**src/rtl/muxnto1_rr.sv**
```systemverilog
// Registered N-to-1 multiplexer with per-channel valid/ready and fixed or round-robin selection.
// Optional handshake counter on XferCount when MUXNTO1_STATS_EN is defined.
module muxnto1_rr #(
  parameter int unsigned N     = 4,
  parameter int unsigned WIDTH = 8,
  localparam int unsigned SELW = $clog2(N)
) (
  input  logic                 Clock,
  input  logic                 Reset,
  input  logic [N*WIDTH-1:0]   W,
  input  logic [N-1:0]         Valid,
  output logic [N-1:0]         Ready,
  input  logic                 Mode,
  input  logic [SELW-1:0]      S,
  output logic [WIDTH-1:0]     f,
  output logic                 fValid,
  input  logic                 fReady,
`ifdef MUXNTO1_STATS_EN
  output logic [15:0]          XferCount,
`endif
  output logic [SELW-1:0]      Grant
);

  logic [WIDTH-1:0] f_q, f_d;
  logic             fvalid_q, fvalid_d;
  logic [SELW-1:0]  grant_q, grant_d;
  logic [SELW-1:0]  last_q, last_d;

  logic             load;
  logic             acc;
  logic             request;
  logic [SELW-1:0]  cand;
  logic             fixed_req;
  logic             rr_found;
  logic [SELW-1:0]  rr_idx;
  logic [N-1:0]     cand_oh;
  logic [WIDTH-1:0] mux_data;

  // Enabled binary-to-one-hot decoder.
  function automatic logic [N-1:0] dec_en(input logic [SELW-1:0] idx, input logic en);
    logic [N-1:0] oh;
    oh = '0;
    for (int i = 0; i < N; i++) begin
      if (en && (SELW'(i) == idx)) begin
        oh[i] = 1'b1;
      end
    end
    return oh;
  endfunction

  // Fixed mode: a select outside 0..N-1 never matches a channel, so never requests.
  always_comb begin
    fixed_req = 1'b0;
    for (int i = 0; i < N; i++) begin
      if ((SELW'(i) == S) && Valid[i]) begin
        fixed_req = 1'b1;
      end
    end
  end

  // Round-robin: channels above last_q first, then wrap to channel 0 up to last_q.
  always_comb begin
    rr_found = 1'b0;
    rr_idx   = '0;
    for (int i = 0; i < N; i++) begin
      if (!rr_found && Valid[i] && (SELW'(i) > last_q)) begin
        rr_found = 1'b1;
        rr_idx   = SELW'(i);
      end
    end
    for (int i = 0; i < N; i++) begin
      if (!rr_found && Valid[i] && (SELW'(i) <= last_q)) begin
        rr_found = 1'b1;
        rr_idx   = SELW'(i);
      end
    end
  end

  always_comb begin
    if (Mode) begin
      cand    = rr_idx;
      request = rr_found;
    end else begin
      cand    = S;
      request = fixed_req;
    end
  end

  assign load = ~fvalid_q | fReady;
  assign acc  = load & request & ~Reset;

  assign cand_oh = dec_en(cand, request);
  assign Ready   = dec_en(cand, acc);

  always_comb begin
    mux_data = '0;
    for (int i = 0; i < N; i++) begin
      mux_data = mux_data | (W[i*WIDTH +: WIDTH] & {WIDTH{cand_oh[i]}});
    end
  end

  always_comb begin
    f_d      = f_q;
    fvalid_d = fvalid_q;
    grant_d  = grant_q;
    last_d   = last_q;
    if (load) begin
      if (acc) begin
        f_d      = mux_data;
        grant_d  = cand;
        fvalid_d = 1'b1;
        if (Mode) begin
          last_d = cand;
        end
      end else begin
        fvalid_d = 1'b0;
      end
    end
  end

  always_ff @(posedge Clock) begin
    if (Reset) begin
      f_q      <= '0;
      fvalid_q <= 1'b0;
      grant_q  <= '0;
      last_q   <= SELW'(N - 1);
    end else begin
      f_q      <= f_d;
      fvalid_q <= fvalid_d;
      grant_q  <= grant_d;
      last_q   <= last_d;
    end
  end

  assign f      = f_q;
  assign fValid = fvalid_q;
  assign Grant  = grant_q;

`ifdef MUXNTO1_STATS_EN
  logic [15:0] xfer_q;

  always_ff @(posedge Clock) begin
    if (Reset) begin
      xfer_q <= '0;
    end else if (fvalid_q && fReady) begin
      xfer_q <= xfer_q + 16'd1;
    end
  end

  assign XferCount = xfer_q;
`endif

endmodule
```
**config.mk**
```make
export PLATFORM = sky130hd
export DESIGN_NAME = muxnto1_rr
export DESIGN_NICKNAME = d
export VERILOG_FILES = /design/src/rtl/muxnto1_rr.sv
export SDC_FILE = /design/constraint.sdc
export NUM_CORES = 1
export LEC_CHECK = 0
export ABC_CLOCK_PERIOD_IN_PS = 2500
export BUFFER_PORTS_ARGS = -buffer_cell sky130_fd_sc_hd__buf_2
export CORE_MARGIN = 2
export CORE_UTILIZATION = 44
export CTS_CLUSTER_SIZE = 40
export DETAILED_ROUTE_END_ITERATION = 10
export GPL_TIMING_DRIVEN = 0
export PLACE_DENSITY = 0.77
export SYNTH_ARGS = -nofsm -noshare
export SYNTH_HDL_FRONTEND = slang
export SYNTH_SLANG_ARGS = --single-unit
```
**constraint.sdc**
```tcl
create_clock -name Clock -period 2.5 [get_ports Clock]
set_input_delay 0.5 -clock Clock [delete_from_list [all_inputs] [get_ports Clock]]
set_output_delay 0.5 -clock Clock [all_outputs]
set_load 0.01 [all_outputs]
```
[Yosys cells after proc, flatten, opt, wreduce, memory -nomap -nowiden]
Cells that the tools add are included.
Operators by class
  add/sub/neg operators: 0
  $mul: 0
  div/mod/pow operators: 0
  order comparisons: 8
  equal/unequal tests: 6
  shift-type cells: 0
  mux-type cells: 30
  bitwise operators: 12
  reductions and logical operators: 38
Operators with widths (count)
  8-bit bitwise AND: 4
  1-bit logical AND: 27
  8-bit OR: 3
  1-bit 2-to-1 mux: 23
  2-bit 2-to-1 mux: 7
  2-bit equality test (first input constant): 4
  1-bit zero test: 7
  1-bit by 2-bit equality test with 1-bit output (first input constant): 2
  1-bit by 2-bit greater-than comparator with 1-bit output (first input constant): 2
  2-bit greater-than comparator (first input constant): 2
  1-bit by 2-bit less-or-equal comparator with 1-bit output (first input constant): 2
  2-bit less-or-equal comparator (first input constant): 2
  2-bit zero test: 2
  3-bit AND reduction: 1
  1-bit bitwise AND: 2
  1-bit NOT: 2
  2-bit AND reduction: 1
  1-bit OR: 1
Storage, ports and cells
  flip-flop bits (word level): 13
  bits in latches: 0
  memory bits (writable): 0
  bits in read-only memories: 0
  input bits: 42
  memories kept: 0

[Depth between registers and ports, before layout]
Gate-level depths: netlist (run 1).
  depth after elaboration: 39
  gate-level depth with buffers: 8
  depth with buffers taken out: 5

[Worst setup path before layout (run 1)]
Ideal clock, no wire load.
  path type: input to output
  from: in Valid[1]
  to: out Ready[0]
  arrival time: 1.714 ns
  path slack: 0.286 ns
  stages: 5
  cell sequence: or3b_1 > o211a_1 > buf_6 > buf_6 > nor4_1
On the way
  word-level cells in the longest chain between the ends: 32
Ends and longest elaborated chain
  from (decl): RTL line 11  | input logic [N-1:0] Valid,
  1-bit logical AND (2 in a row): RTL line 66  | if (!rr_found && Valid[i] && (SELW'(i) > last_q)) begin
  1-bit 2-to-1 mux: RTL line 66
  1-bit zero test: RTL line 66
  1-bit logical AND (2 in a row): RTL line 66
  1-bit 2-to-1 mux: RTL line 66
  1-bit zero test: RTL line 66
  1-bit logical AND (2 in a row): RTL line 66
  1-bit 2-to-1 mux: RTL line 66
  [... 11 more ...]
  1-bit 2-to-1 mux: RTL line 72  | if (!rr_found && Valid[i] && (SELW'(i) <= last_q)) begin
  1-bit zero test: RTL line 72
  1-bit logical AND (2 in a row): RTL line 72
  1-bit 2-to-1 mux: RTL line 72
  1-bit 2-to-1 mux: RTL line 80  | if (Mode) begin
  1-bit bitwise AND (2 in a row): RTL line 90  | assign acc = load & request & ~Reset;
  1-bit logical AND (*): RTL line 44  | if (en && (SELW'(i) == idx)) begin
  1-bit 2-to-1 mux (*): RTL line 44
  to (decl): RTL line 12  | output logic [N-1:0] Ready,
Every way passes the cells marked *; elsewhere a longest branch is shown, timed or not.

[Final worst setup path (run 1)]
  from: in Valid[1]
  to: out Ready[2]
Same word-level chain as after synthesis.

==> qor.yml, run 1 <==
outcome: "finished clean"
cap_violations: 0
cts_tree: "built"
fmax_mhz: 405
worstPathRequired_ns: 2.00
p_int_uw: 428
slew_viol_final: 0
synth_cell_types: 32
synth_ff_type: "dfxtp_1"
worst_slew_pin_slew_ns: 0.409
seq_area_frac_synth_pct: 25.0
grt_max_degree: 20
finalCritPeriodShare_pct: 98.8
dieHeight_um: 52.7
hpwl_mm: 2.38
cts_buffer_depth: 2
cpMostUsedCell: "buf_2"
finalCriticalPeriod_ns: 2.47
clkTransAtPathRegs_ns: 0.08
critPathBufInv: 3
critPathMaxStageDelay_ns: 0.53
ys.warnings.count: 0
io_pins: 57
syn-instance-count: 130
vdd_drop_max_mv: 0.428
vias: 1223
port_buffers: 56
avgViaCountPerCell: 5.56
numCtsBuffers: 3
drtIter0Drc: 17
drive_above_1_share_pct: 43.8
clock_skew_ns: 0.00701
crit_arrival_ns: 1.97
cp-end-kind: "output port"
layout.nets: 235
synthArstFlopShare_pct: 0
grt_pass1_wl_mm: 4.80
chipWidth_um: 52.7
synth_edf_count: 0
worstRegToRegCells: 6
area_delta_synth_final_pct: 37.9
multi_input_area_um2: 732
n_fill_cell: 214
initial_core_util_pct: 46.7
pwr-share-clk_pct: 18.8
powerDensity_nw_per_um2: 458
antenna_found_initial: 0
insertedDiodeCount: 0
hold_viol_final: 0
gr-total-overflow: 0
rrSetupSlack_ns: 0.57
setup_violations: 0
dr.pass1.iters: 4
switching_power_uw: 231
ant_nets: 0
crit_fanout: 10
ff_latch_area_um2: 260
netlist_area_um2: 1040
crit_type: "in -> out"
crit_slowest_cell: "or4_4"
relSlewSlack_pct: 72.7
whs_path_depth: 1
fin_area_um2: 1440
clockRootBuffer: "clkbuf_4"
syn_nets: 172
swShare_pct: 35.0
crit_chain: "buf_2 > or4_4 > mux2i_2 > a21oi_2 > nand2_2 > buf_6 > nor3_1 > buf_2"
drcViolationCount: 0
pwr-share-comb_pct: 43.8
globalplace.congestion: 0.871
postPlaceCellArea_um2: 1360
track_usage_pct: 23.0
cts.sinks: 13
wl_mm: 3.09
wl_per_cell_um: 14.1
ys_ff_latch: 13
rows: 17
cts_htree_levels: 1
grt_pass1_vias: 1132
clock_latency_ns: 0.27
total_power_uw: 659
p_leak_nw: 0.713
synth_area_per_cell_um2: 8.02
cp-start-kind: "primary input"
core_area_um2: 2230
hp-class: "reg -> reg"
path_delay_family: "simple AND/OR/NAND/NOR gates"
seqPwrFrac_pct: 37.5
path_depth: 8
dieArea_um2: 2770
[synth_stat cells (2+ instances only)]
| library cell | number | area share (%) |
|---|---|---|
| o22ai_1 | 16 | 9.6 |
| buf_6 | 2 | 2.2 |
| dfxtp_1 | 13 | 25 |
| o21ai_1 | 2 | 0.96 |
| nor2_1 | 5 | 1.8 |
| nand3_1 | 3 | 1.4 |
| o31ai_1 | 16 | 12 |
| nor2b_1 | 3 | 1.8 |
| clkbuf_1 | 3 | 1.1 |
| nand2b_1 | 3 | 1.8 |
| nor3_1 | 2 | 0.96 |
| buf_2 | 6 | 2.9 |
| o2bb2ai_1 | 9 | 7.6 |
| nand2_1 | 18 | 6.5 |
| a21oi_2 | 2 | 1.7 |
| inv_1 | 2 | 0.72 |
| mux2i_1 | 10 | 9.6 |
[power groups by stage]
stage / Clock (mW) / Combinational, mW / Sequential, mW
CTS: 0.129 / 0.275 / 0.246
global route: 0.136 / 0.316 / 0.249
global placement: 0 / 0.262 / 0.249
floorplan: 0 / 0.163 / 0.259
detailed placement: 0 / 0.269 / 0.250
finish: 0.124 / 0.288 / 0.247
[final cells by class]
type                       instances  area share, %
clock buffer                       4           1.83
inverter                           2          0.522
sequential                        13           18.1
tap                               28           2.44
buffer                            11           5.13
multi-input combinational        103           50.9
timing repair buffer              59           21.1
[flip-flops by register name, summed over array words and instances, names as in the netlist]
| register | flops |
|---|---|
| Grant | 2 |
| last_q | 2 |
| fValid | 1 |
| f | 8 |
[cells by family (layout without fill, tap and decap cells)]
family                 after synthesis  in the layout  synth area share [%]
and+or+nand+nor                     39             39                  18.1
muxes                               12             12                  12.8
AOI/OAI and AO/OA                   52             52                  36.5
DFF                                 13             13                  25.0
buffers and inverters               14             76                  7.56
[cell usage in the layout, fill, tap and decap left out, types with 2 or more instances in the layout]
cell type	count
o22ai_1	16
buf_2	61
o31ai_1	16
buf_4	4
dfxtp_1	13
nand3_1	3
o2bb2ai_1	9
mux2i_1	9
a21oi_2	2
buf_6	3
nand2b_1	3
o21ai_2	2
clkbuf_4	3
nor2b_1	3
nand2_1	17
nor2_1	4
clkbuf_1	3
inv_1	2
nor3_1	2
[worst paths after layout]
kind             start        to
max           Valid[1]  Ready[2]
min           Grant[0]  Grant[0]
max reg2reg  last_q[1]      f[0]
min reg2reg   Grant[0]  Grant[0]
[metrics by stage]
step	setup TNS (ns)	utilization, %	hold WS [ns]	std cells	setup WS [ns]
after CTS	0	62.6	0.464	218	0.00252
after floorplan	0	-	0.493	130	0.286
after detailed placement	-0.0991	60.8	0.439	214	-0.0991
after global routing	-0.0545	64.4	0.485	220	-0.0463
final	0	64.4	0.458	220	0.0300
after global placement	-0.0267	60.8	0.436	214	-0.0267
[repair_timing]
item / 4_1_cts / 5_1_grt
setup buffers: 1 / 2
endpoints found under the setup margin: 1 / 4
hold buffers: 0 / 0
resized for setup: 3 / 8
[metal layers]
layer,up-vias,wire length [µm],GRT usage [%]
li1,628,-,-
met4,0,10,7.69
met2,34,1570,40.4
met1,559,1360,29.6
met3,2,154,1.14
met5,-,0,0
[worst reg2reg max path: stages, from the launching register on]
cell,delay [ns]
dfxtp_1,0.37
or3b_4,0.42
a21oi_2,0.30
buf_2,0.28
o22ai_1,0.10
mux2i_1,0.23
o2bb2ai_1,0.11
Note: power is estimated with default switching activity, not from simulation.
==> inputs of run 2 (changes only) <==
--- a/config.mk
+++ b/config.mk
@@ -8,11 +8,12 @@
 export ABC_CLOCK_PERIOD_IN_PS = 2500
 export BUFFER_PORTS_ARGS = -buffer_cell sky130_fd_sc_hd__buf_2
 export CORE_MARGIN = 2
-export CORE_UTILIZATION = 44
+export CORE_UTILIZATION = 38
+export CTS_BUF_LIST = sky130_fd_sc_hd__clkbuf_2
 export CTS_CLUSTER_SIZE = 40
 export DETAILED_ROUTE_END_ITERATION = 10
 export GPL_TIMING_DRIVEN = 0
-export PLACE_DENSITY = 0.77
+export PLACE_DENSITY_LB_ADDON = 0.1
 export SYNTH_ARGS = -nofsm -noshare
 export SYNTH_HDL_FRONTEND = slang
 export SYNTH_SLANG_ARGS = --single-unit
==> run 2 against run 1 <==
- global-route usage is 3.8 points lower
- fmax increased by 1.9%
- cell area grew 0.70%
- register-to-register slack gained 0.04 ns
- sequential power hardly changed
- combinational power hardly changed
==> qor.yml, run 2 (synthesis results as in run 1) <==
relSlewSlack_pct: 72.8  # +0.074 points
grt_max_degree: 20  # unchanged
area_delta_synth_final_pct: 38.9
initial_core_util_pct: 41.0  # -5.7 points
chipWidth_um: 56.4  # +7.0%
cp-startpoint: "Valid[1]"
globalplace.congestion: 0.816  # -6.3%
track_usage_pct: 19.1  # -3.8 points
holdWs_ns: 0.463  # +0.00439 ns
top_layer: "met4"
worstPathRequired_ns: 2.00  # about the same
core_area_um2: 2540  # +14%
fmax_mhz: 413  # +1.9%
powerDensity_nw_per_um2: 445  # -2.9%
clock_latency_ns: 0.27  # about the same
pwr-share-comb_pct: 44.7  # +0.9 points
io_pins: 57  # unchanged
slew_viol_final: 0  # unchanged
crit_type: "in -> out"
fin_area_um2: 1450  # +0.70%
hold_viol_final: 0  # unchanged
clock_skew_ns: 0.0174  # +0.0104 ns
fin_tns_setup_ns: 0  # unchanged
p_int_uw: 410  # -4.3%
setup_violations: 0  # unchanged
layout_common_cells: "buf_2 (60), nand2_1 (17), o31ai_1 (16), o22ai_1 (16), dfxtp_1 (11)"
cts_htree_levels: 1  # unchanged
clockRootBuffer: "clkbuf_2"
rsz0062_at_grt: "false"
avgViaCountPerCell: 5.51  # -0.86%
dp_slack_ns: -0.104  # -0.00486 ns
gr-total-overflow: 0  # unchanged
finalCritPeriodShare_pct: 96.9  # -1.9 points
min_to: "fValid"
layout_setup_ws_ns: 0.0769  # +0.0470 ns
clkTransAtPathRegs_ns: 0.14  # +0.06 ns
cp-end-kind: "output port"
cts.sinks: 13  # unchanged
finalCriticalPeriod_ns: 2.42  # -0.0470 ns
drive_above_1_share_pct: 44.5  # +0.75 points
crit_fanout: 10  # unchanged
whs_path_depth: 2  # +1
wl_per_cell_um: 14.0  # -0.71%
vias: 1218  # -0.41%
port_buffers: 56  # unchanged
wl_met1_mm: 1.44  # +6.2%
hpwl_mm: 2.43  # +2.3%
cts_buffer_depth: 2  # unchanged
drtIter0Drc: 48  # +31
final_common_cell: "buf_2"
cts_hold_buf: 0  # unchanged
worstRegToRegCells: 6  # unchanged
swShare_pct: 36.4  # +1.4 points
rrSetupSlack_ns: 0.61  # +0.04 ns
outcome: "finished clean"
cp-start-kind: "primary input"
wl_met3_um: 244  # +58%
n_fill_cell: 258  # +21%
dieHeight_um: 56.4  # +7.0%
min-delay-start: "Reset"
numCtsBuffers: 3  # unchanged
rows: 18  # +1
vdd_drop_max_mv: 0.337  # -21%
worst_slew_pin_slew_ns: 0.408  # -0.00111 ns
ant_nets: 0  # unchanged
switching_power_uw: 234  # +1.6%
wl_mm: 3.09  # -0.26%
insertedDiodeCount: 0  # unchanged
reg2reg_from: "last_q[1]"
pwr-share-clk_pct: 16.9  # -1.9 points
dr.pass1.iters: 4  # unchanged
cts_tree: "built"
grt_pass1_vias: 1128  # -0.35%
antenna_found_initial: 0  # unchanged
largest_reg_flops: 8  # unchanged
hp-class: "in -> reg"
cap_violations: 0  # unchanged
seqPwrFrac_pct: 38.4  # +0.9 points
crit_arrival_ns: 1.92  # -0.05 ns
p_leak_nw: 0.711  # -0.37%
layout.nets: 234  # -0.43%
final_util_pct: 56.9  # -7.5 points
wl_met2_mm: 1.39  # -12%
grt_pass1_wl_mm: 4.93  # +2.6%
drcViolationCount: 0  # unchanged
r2r_end: "f[1]"
postPlaceCellArea_um2: 1360  # +0.18%
dieArea_um2: 3180  # +15%
[run 2: what timing repair did]
action / in CTS / in global routing
endpoints found under the hold margin: 0 / 0
endpoints found under the setup margin: 1 / 3
pin swaps: 0 / 1
setup buffers: 1 / 1
resized for setup: 5 / 11
[run 2: how the worst max path moves through the flow]
stage | endpoint | cells after the start | slack (ns)
floorplan | Ready[0] | 5 | 0.29
global placement | Ready[2] | 8 | -0.06
detailed placement | Ready[2] | 8 | -0.10
CTS | Ready[0] | 6 | -0.006
global route | Ready[2] | 7 | 0.003
finish | Ready[2] | 8 | 0.08
[run 2: power by group through the flow]
stage	registers [mW]	logic [mW]	clock network [mW]
floorplan	0.259	0.163	0
CTS	0.246	0.277	0.114
global route	0.251	0.316	0.125
global placement	0.249	0.265	0
finish	0.247	0.288	0.109
detailed placement	0.250	0.269	0
[run 2: final cells by class]
cell class                 instances  area [µm²]  share of cell area [%]
timing repair buffer              58         295                    20.4
inverter                           2        7.51                   0.519
tap                               30        37.5                    2.59
buffer                            11        76.3                    5.27
multi-input combinational        103         746                    51.5
clock buffer                       4        20.0                    1.38
sequential                        13         265                    18.3
[run 2: per-layer routing]
metal	GRT usage, %	vias up
met5	0	-
met4	6.46	0
met3	3.92	2
met2	28.9	50
met1	27.0	543
li1	-	623
[run 2: stage by stage]
step	instances	power, mW
2_1_floorplan	130	0.423
3_3_place_gp	216	0.514
3_5_place_dp	216	0.519
4_1_cts	220	0.637
5_1_grt	221	0.691
6_report	221	0.644
[run 2: worst max-delay path, cell delays in order]
cell	delay, ns
buf_2	0.13
or4_1	0.57
mux2i_4	0.22
a21oi_4	0.07
nand2_2	0.09
buf_6	0.14
nor3_2	0.05
buf_2	0.14
